[config.mk]
export PLATFORM = sky130hd
export DESIGN_NAME = disp_bcd_digit_driver_flat
export DESIGN_NICKNAME = d
export VERILOG_FILES = /design/src/rtl/disp_bcd_digit_driver_if.sv /design/src/rtl/disp_bcd_digit_driver.sv /design/src/flat_wrapper.sv
export SDC_FILE = /design/constraint.sdc
export NUM_CORES = 1
export LEC_CHECK = 0
export CAP_MARGIN = 20
export CORE_ASPECT_RATIO = 0.7
export CORE_UTILIZATION = 50
export CTS_CLUSTER_DIAMETER = 200
export DETAILED_ROUTE_END_ITERATION = 6
export HOLD_SLACK_MARGIN = 0.08
export PLACE_DENSITY = 0.77
export SYNTH_ARGS = -nofsm -noshare
export SYNTH_HDL_FRONTEND = slang
export SYNTH_SLANG_ARGS = --single-unit
[constraint.sdc]
create_clock -name clk -period 1.65 [get_ports clk]
set_input_delay 0.33 -clock clk [delete_from_list [all_inputs] [get_ports clk]]
set_output_delay 0.33 -clock clk [all_outputs]
set_load 0.1 [all_outputs]
[src/rtl/disp_bcd_digit_driver_if.sv]
// disp_bcd_digit_driver_if: valid/ready channel carrying the binary value to display.
interface disp_bcd_digit_driver_if #(
    parameter int DATA_W = 14
);
    logic [DATA_W-1:0] bin_in;
    logic              bin_valid;
    logic              bin_ready;
    modport master (output bin_in, output bin_valid, input bin_ready);
    modport slave  (input bin_in, input bin_valid, output bin_ready);
endinterface

[src/rtl/disp_bcd_digit_driver.sv]
// disp_bcd_digit_driver: binary-to-BCD converter plus 7-segment driver for a 4-digit anode scanner.
module disp_bcd_digit_driver #(
    parameter int DATA_W         = 14,
    parameter bit SEG_ACTIVE_LOW = 1'b1,
    parameter bit BLANK_LZ       = 1'b1
) (
    input  logic                          clk,
    input  logic                          rst_n,
    disp_bcd_digit_driver_if.slave        bus,
    input  logic [3:0]                    a,
    output logic [6:0]                    seg,
    output logic                          upd
);
    localparam int         CNT_W   = $clog2(DATA_W + 1);
    localparam logic [6:0] SEG_OFF = SEG_ACTIVE_LOW ? 7'h7F : 7'h00;
    typedef enum logic [1:0] {IDLE, SHIFT, DONE} state_t;
    state_t            state, state_nx;
    logic [DATA_W-1:0] sh;
    logic [15:0]       bcd, bcd_adj, disp;
    logic [CNT_W-1:0]  cnt;
    logic              ovf_pend, ovf, hs, ovf_in, onehot;
    logic [1:0]        idx;
    logic [3:0]        digit, lz;
    logic [6:0]        raw;

    function automatic logic [6:0] dec(input logic [3:0] d);
        case (d)
            4'd0: return 7'h3F;
            4'd1: return 7'h06;
            4'd2: return 7'h5B;
            4'd3: return 7'h4F;
            4'd4: return 7'h66;
            4'd5: return 7'h6D;
            4'd6: return 7'h7D;
            4'd7: return 7'h07;
            4'd8: return 7'h7F;
            4'd9: return 7'h6F;
            default: return 7'h00;
        endcase
    endfunction

    assign bus.bin_ready = state == IDLE;
    assign hs            = bus.bin_valid && bus.bin_ready;
    assign ovf_in        = 32'(bus.bin_in) > 32'd9999;

    always_comb begin
        state_nx = state;
        if (state == IDLE && hs) state_nx = ovf_in ? DONE : SHIFT;
        else if (state == SHIFT && cnt == CNT_W'(DATA_W - 1)) state_nx = DONE;
        else if (state == DONE) state_nx = IDLE;
    end

    always_comb begin
        bcd_adj = bcd;
        for (int i = 0; i < 4; i++)
            bcd_adj[4*i +: 4] = bcd[4*i +: 4] >= 4'd5 ? bcd[4*i +: 4] + 4'd3 : bcd[4*i +: 4];
    end

    // lz[i]: digit i and every digit above it are zero; units is never blanked
    always_comb begin
        onehot = a == 4'b0001 || a == 4'b0010 || a == 4'b0100 || a == 4'b1000;
        idx    = a[1] ? 2'd1 : a[2] ? 2'd2 : a[3] ? 2'd3 : 2'd0;
        digit  = disp[4*idx +: 4];
        lz[3]  = disp[15:12] == 4'd0;
        lz[2]  = lz[3] && disp[11:8] == 4'd0;
        lz[1]  = lz[2] && disp[7:4] == 4'd0;
        lz[0]  = 1'b0;
        raw    = !onehot ? 7'h00 : ovf ? 7'h40 : (BLANK_LZ && lz[idx]) ? 7'h00 : dec(digit);
    end

    always_ff @(posedge clk or negedge rst_n) begin
        if (!rst_n) begin
            state    <= IDLE;
            sh       <= '0;
            bcd      <= '0;
            cnt      <= '0;
            ovf_pend <= 1'b0;
            disp     <= '0;
            ovf      <= 1'b0;
            upd      <= 1'b0;
            seg      <= SEG_OFF;
        end else begin
            state <= state_nx;
            upd   <= state == DONE;
            seg   <= SEG_ACTIVE_LOW ? ~raw : raw;
            if (hs) begin
                sh       <= bus.bin_in;
                bcd      <= '0;
                cnt      <= '0;
                ovf_pend <= ovf_in;
            end else if (state == SHIFT) begin
                {bcd, sh} <= {bcd_adj[14:0], sh, 1'b0};
                cnt       <= cnt + 1'b1;
            end
            if (state == DONE) begin
                disp <= bcd;
                ovf  <= ovf_pend;
            end
        end
    end
endmodule

[src/flat_wrapper.sv]
// flat-port wrapper written by rule: the top's interface ports become plain ports
module disp_bcd_digit_driver_flat 
#(
    parameter int DATA_W         = 14,
    parameter bit SEG_ACTIVE_LOW = 1'b1,
    parameter bit BLANK_LZ       = 1'b1
)
  (clk, rst_n, a, seg, upd, bus_bin_in, bus_bin_valid, bus_bin_ready);
  disp_bcd_digit_driver_if #(.DATA_W(DATA_W)) bus_i ();
  input  logic clk;
  input  logic rst_n;
  input  logic [3:0] a;
  output logic [6:0] seg;
  output logic upd;
  input wire logic [$bits(bus_i.bin_in)-1:0] bus_bin_in;
  input wire logic [$bits(bus_i.bin_valid)-1:0] bus_bin_valid;
  output wire logic [$bits(bus_i.bin_ready)-1:0] bus_bin_ready;
  assign bus_i.bin_in = bus_bin_in;
  assign bus_i.bin_valid = bus_bin_valid;
  assign bus_bin_ready = bus_i.bin_ready;
  disp_bcd_digit_driver #(.DATA_W(DATA_W), .SEG_ACTIVE_LOW(SEG_ACTIVE_LOW), .BLANK_LZ(BLANK_LZ)) u_core (.clk(clk), .rst_n(rst_n), .bus(bus_i), .a(a), .seg(seg), .upd(upd));
endmodule
==> metrics, run 1 <==
outcome=finished, final reports clean; area share of the largest cell type after synthesis=0.433; DRC errors left=0; TritonCTS buffer count=9; vias=2573; maximum fanout along the worst path=4; Fmax=611 MHz; clk_lat worst skew=roughly 0.34 ns; Sequential Area=1560 sq um; DRT antenna net count=0; Max-cap violations=0; Yosys reg bits=62; Synth-to-Final Area Change=35.6%; Num Clock Sinks=just over 60; layout cells sized above 1=0.331; Final Critical Period=between 1.5 and 2 ns; Critical Path Max Stage Delay=0.41 ns; I/O pins=30; effective utilization at floorplan=0.537; synth warn=0; layout net count=415; post-route setup slack=0.0120 ns; pin count of the biggest net entering global routing=63; critical path data required time=1.92 ns; WP buf/inv=0; cell row count=23; vias per inst=5.61; Hold Violations, Final=0; Chip Height=68.7 um; total wire length=7450 um; WS Path Type=flip-flop to flip-flop; H-tree depth=3; routability cong.=0.878; Fill cells=a little under 400; worst hold slack=0.380 ns; drt pass-1 iters=4; Iteration-0 DRC Markers=188; Clock Skew=0.00802 ns; Setup crit start kind=flip-flop; Power Total=8.35 mW; area of the multi-input gates=~1600 sq um; Root Driver=clkbuf_8; first-pass GRT wire length=between 10000 and 15000 um; final cell count without fillers=459; Max transition margin=0.589; VDD IR max=around 0.0010 V; width of the die=97.3 um; ANT cells=0; CTS tree=yes; Worst-path clk slew=0.07 ns; Placed Cells=438; Core Area=between 5000 and 6000 sq um; synth unique cells=43; Worst path top cell family by delay=compound AO/OA/AOI/OAI gates; DP Area=between 3000 and 4000 sq um; worst min path class=input pin to flip-flop; dpl ws=-0.572 ns; die area=between 6000 and 7000 sq um; crit share post-route=0.993; ys async rst share=1.00; Cells after Synth=roughly 300; Post-Layout Inst Area=4320 sq um; vias in the first global route=roughly 2600; Area contributors post-synth=dfrtp_1 (43%), mux2_2 (6.7%), ha_1 (5.9%); Netlist Area Pre-Place=between 3000 and 4000 sq um; # setup viols final=0; syn nets=340; RSZ-0062 raised after global routing=true; largest area contributor in the netlist=dfrtp_1; Slew Viols, Final=0; Avg Synthesized Cell Area=10.5 sq um; initial antenna violation count=0; arrival time worst endpoint=1.90 ns; Main synth FF type=dfrtp_1; global route overflow=0; slew at the pin closest to its max-slew limit=0.616 ns; crit path capture type=flip-flop; Leakage=1.98 nW; power density cells=1930 nW/um^2; sequential share of the synthesized area=0.490; Critical-path top delay cell=dfrtp_1; CTS Buffer Depth=2; Port Buffer Count=29; post-DP HPWL=just over 5000 um; Cell Chain, Critical Path=mux2_2 -> o221a_4 -> ha_2 -> nor2_2 -> a2111oi_2 -> a211o_1; Total GRT Usage=0.242; Routed WL per cell=between 15 and 20 um; number of flops mapped to enable cells by yosys=0
[through the flow]
step,TNS (ns),utilization
6_report,0,0.728
5_1_grt,-0.0684,0.728
3_5_place_dp,-11.09,0.671
3_3_place_gp,-10.38,0.671
2_1_floorplan,-0.133,-
4_1_cts,0,0.718
[layer usage]
layer,vias up,global-route usage,share of wire
li1,1235,-,-
met1,1262,0.321,0.48
met2,66,0.388,0.47
met3,10,0.0726,0.047
met4,0,0.0790,0.011
met5,-,0,0
[Yosys cell counts (9+ instances only)]
master	instances
dfrtp_1	55
nand2_1	42
o21ai_0	22
nand3_1	20
mux2_2	19
ha_1	15
a22oi_1	13
inv_1	12
nor2_1	11
a21oi_1	10
o31ai_1	9
[worst paths after layout]
path,cells past startpoint,start,endpoint,slack (ns)
worst max-delay path,6,u_core.disp[13],u_core.seg[6],0.01
worst min-delay path,3,bus_bin_in[5],u_core.sh[5],0.38
worst max register to register,6,u_core.disp[13],u_core.seg[6],0.01
worst min register to register,2,u_core.ovf_pend,u_core.ovf_pend,0.48
max in group asynchronous,3,rst_n,u_core.seg[4],0.81
min in group asynchronous,3,rst_n,u_core.sh[9],0.52
[where the power goes]
part	switching, mW	internal (mW)	total, mW
Clock	0.566	1.09	1.65
Combinational	2.19	1.78	3.97
Sequential	0.547	2.18	2.73
[worst min-delay path, delay by kind of cell]
kind | cells | cell delay [ns]
compound gates | 1 | 0.09
simple gates | 1 | 0.09
buf+inv | 1 | 0.16
[state kept, by name (all words and copies together), names as in the netlist]
signal,cells
u_core.sh,14
u_core.disp,16
u_core.bcd,16
u_core.seg,7
u_core.ovf,1
u_core.cnt,4
u_core.state,2
u_core.upd,1
u_core.ovf_pend,1
[placed cells by master, fill, tap and decap left out, drive strengths merged, types with 7 or more instances in the layout]
cell / netlist / layout
nand3: 20 / 20
o31ai: 9 / 9
nand2b: 8 / 8
a21oi: 10 / 10
a22oi: 13 / 13
nand2: 42 / 42
o21ai: 24 / 24
dfrtp: 55 / 55
nor2: 13 / 13
dfstp: 7 / 7
clkdlybuf4s50: 0 / 14
mux2: 19 / 19
ha: 15 / 15
clkbuf: 8 / 13
buf: 6 / 58
inv: 12 / 12
[cell type report]
| type | instances | area share |
|---|---|---|
| Multi-Input combinational cell | 216 | 0.369 |
| Sequential cell | 62 | 0.362 |
| Timing Repair Buffer | 78 | 0.180 |
| Clock buffer | 13 | 0.0368 |
| Tap cell | 75 | 0.0217 |
| Clock inverter | 3 | 0.0209 |
| Inverter | 12 | 0.0104 |
[cell families after synthesis]
| logic type | synth area share |
|---|---|
| and+or+nand+nor | 0.150 |
| DFF | 0.490 |
| muxes | 0.0767 |
| AOI/OAI and AO/OA | 0.165 |
| xor gates and xnor gates | 0.0220 |
| adders and majority gates | 0.0590 |
| buffers and inverters | 0.0370 |
[what timing repair did]
action | CTS | global route
hold buffers | 1 | 0
setup endpoints to repair | 13 | 19
pin swaps | 2 | 6
endpoints found under the hold margin | 55 | 0
gates resized for setup | 6 | 13
setup buffers | 2 | 2
(Power assumes the default switching activity.)
==> run 2: changes to the inputs <==
Settings changed: ABC_CLOCK_PERIOD_IN_PS set to 1600, PLACE_DENSITY 0.77 to 0.74.
Clock period 1.65 ns to 1.6 ns, I/O delays scaled along.
==> metrics, run 2 (synthesis results as in run 1) <==
width of the die=97.3 um (unchanged); commonest non-fill, non-tap cells in the layout=dfrtp_1 (55), nand2_1 (42), buf_4 (38), o21ai_0 (22), nand3_1 (20) (was dfrtp_1 (54), buf_4 (45), nand2_1 (41), nand3_1 (20), o21ai_0 (20)); TritonCTS buffer count=9 (unchanged); Max-cap violations=0 (unchanged); dpl ws=-0.643 ns (was -0.572 ns); # setup viols final=5 (was 0); post-route setup slack=-0.0493 ns (was 0.0120 ns); clk_lat worst skew=0.34 ns (about the same); initial antenna violation count=0 (unchanged); commonest non-fill, non-tap cell in the layout=dfrtp_1 (unchanged); first-pass GRT wire length=12000 um (was 12300 um); Routed WL per cell=16.0 um (was 16.2 um); slew at the pin closest to its max-slew limit=0.555 ns (was 0.616 ns); DRT antenna net count=0 (unchanged); Leakage=1.93 nW (was 1.98 nW); Hold Violations, Final=0 (unchanged); worst hold slack=0.402 ns (was 0.380 ns); DRC errors left=0 (unchanged); layout cells sized above 1=0.322 (was 0.331); Layout Utilization=0.712 (was 0.728); Num Clock Sinks=62 (unchanged); Slew Viols, Final=0 (unchanged); Setup crit start kind=flip-flop (unchanged); effective utilization at floorplan=0.537 (unchanged); crit path capture type=flip-flop (unchanged); Root Driver=clkbuf_8 (unchanged); total wire length=7220 um (was 7450 um); Final Critical Period=1.65 ns (was 1.64 ns); Total GRT Usage=0.238 (was 0.242); Chip Height=68.7 um (unchanged); layout net count=407 (was 415); Fill cells=430 (was 385); Fmax=606 MHz (was 611 MHz); ANT cells=0 (unchanged); WS Path Type=flip-flop to flip-flop (unchanged); Worst-path clk slew=0.07 ns (about the same); Sequential Area=1560 sq um (about the same); global route overflow=0 (unchanged); Iteration-0 DRC Markers=166 (was 188); failing checks=setup timing; post-DP HPWL=5130 um (was 5050 um); FF-to-FF setup slack=-0.05 ns (was 0.01 ns); critical path data required time=1.86 ns (was 1.92 ns); pin count of the biggest net entering global routing=63 (unchanged); outcome=finished, violations left (was finished, final reports clean); area of the multi-input gates=1630 sq um (was 1590 sq um); vias in the first global route=2444 (was 2568); Max transition margin=0.629 (was 0.589); worst min path class=input pin to flip-flop (unchanged); Clock Skew=0.00575 ns (was 0.00802 ns); H-tree depth=3 (unchanged); maximum fanout along the worst path=3 (was 4); vias per inst=5.67 (was 5.61); Synth-to-Final Area Change=32.6% (was 35.6%); Port Buffer Count=29 (unchanged); CTS Buffer Depth=2 (unchanged); Largest regs=u_core.bcd: 16 flops, u_core.disp: 16 flops, u_core.sh: 14 flops (unchanged); arrival time worst endpoint=1.91 ns (was 1.90 ns); I/O pins=30 (unchanged); cell row count=23 (unchanged); routability cong.=0.901 (was 0.878); RSZ-0062 raised after global routing=true (unchanged); drt pass-1 iters=4 (unchanged); Core Area=5930 sq um (unchanged); vias=2556 (was 2573); crit share post-route=1.03 (was 0.993); die area=6690 sq um (unchanged); VDD IR max=0.000897 V (was 0.00104 V); CTS tree=yes (unchanged); power density cells=1940 nW/um^2 (was 1930 nW/um^2)
-- run 2: cell type report --
| cell class | instances | share of cell area |
|---|---|---|
| Multi-Input combinational cell | 216 | 0.385 |
| Timing Repair Buffer | 70 | 0.169 |
| Clock buffer | 11 | 0.0311 |
| Tap cell | 75 | 0.0222 |
| Sequential cell | 62 | 0.370 |
| Inverter | 12 | 0.0107 |
| Clock inverter | 5 | 0.0119 |
-- run 2: power breakdown --
part,internal [mW],switching [mW],total (mW)
clock,0.709,0.597,1.31
combinational,1.83,2.23,4.07
sequential,2.25,0.574,2.82
-- run 2: final timing paths --
check / endpoint / from / cells after the start
worst max register to register: u_core.seg[0] / u_core.disp[12] / 7
worst min register to register: u_core.sh[3] / u_core.sh[3] / 2
worst max-delay path: u_core.seg[0] / u_core.disp[12] / 7
worst min-delay path: u_core.sh[6] / bus_bin_in[6] / 4
min in group asynchronous: u_core.sh[3] / rst_n / 3
max in group asynchronous: u_core.seg[2] / rst_n / 3
-- run 2: through the flow --
stage | cell area, sq um | setup TNS [ns] | cells | power, mW
final | 4220 | -0.181 | 451 | 8.19
after floorplan | 3220 | -0.312 | 304 | 5.31
after detailed placement | 3930 | -12.90 | 432 | 6.68
after global placement | 3930 | -12.07 | 432 | 6.53
after CTS | 4150 | -0.187 | 451 | 8.06
after global routing | 4220 | -0.640 | 451 | 8.76
-- run 2: worst max-delay path, cell delays in order, from the launching register on --
cell and delay [ns]:
dfrtp_1 0.40, mux2_4 0.28, o221ai_4 0.19, inv_2 0.07, ha_2 0.16, mux2_4 0.28, nor2_4 0.11, o21ai_1 0.07
-- run 2: timing repair --
action / CTS / global route
pin swaps: 2 / 4
endpoints found under the setup margin: 8 / 33
buffers inserted: 2 / 0
hold endpoints to repair: 55 / 0
resized for setup: 6 / 17
hold buffers: 1 / 0
-- run 2: routing by layer --
| layer | GRT usage | up-vias | part of all wire | wire length, um |
|---|---|---|---|---|
| met5 | 0 | - | 0 | 0 |
| met4 | 0.105 | 0 | 0.015 | 109 |
| met3 | 0.0554 | 13 | 0.040 | 287 |
| met2 | 0.373 | 51 | 0.45 | 3290 |
| met1 | 0.321 | 1271 | 0.49 | 3540 |
| li1 | - | 1221 | - | - |
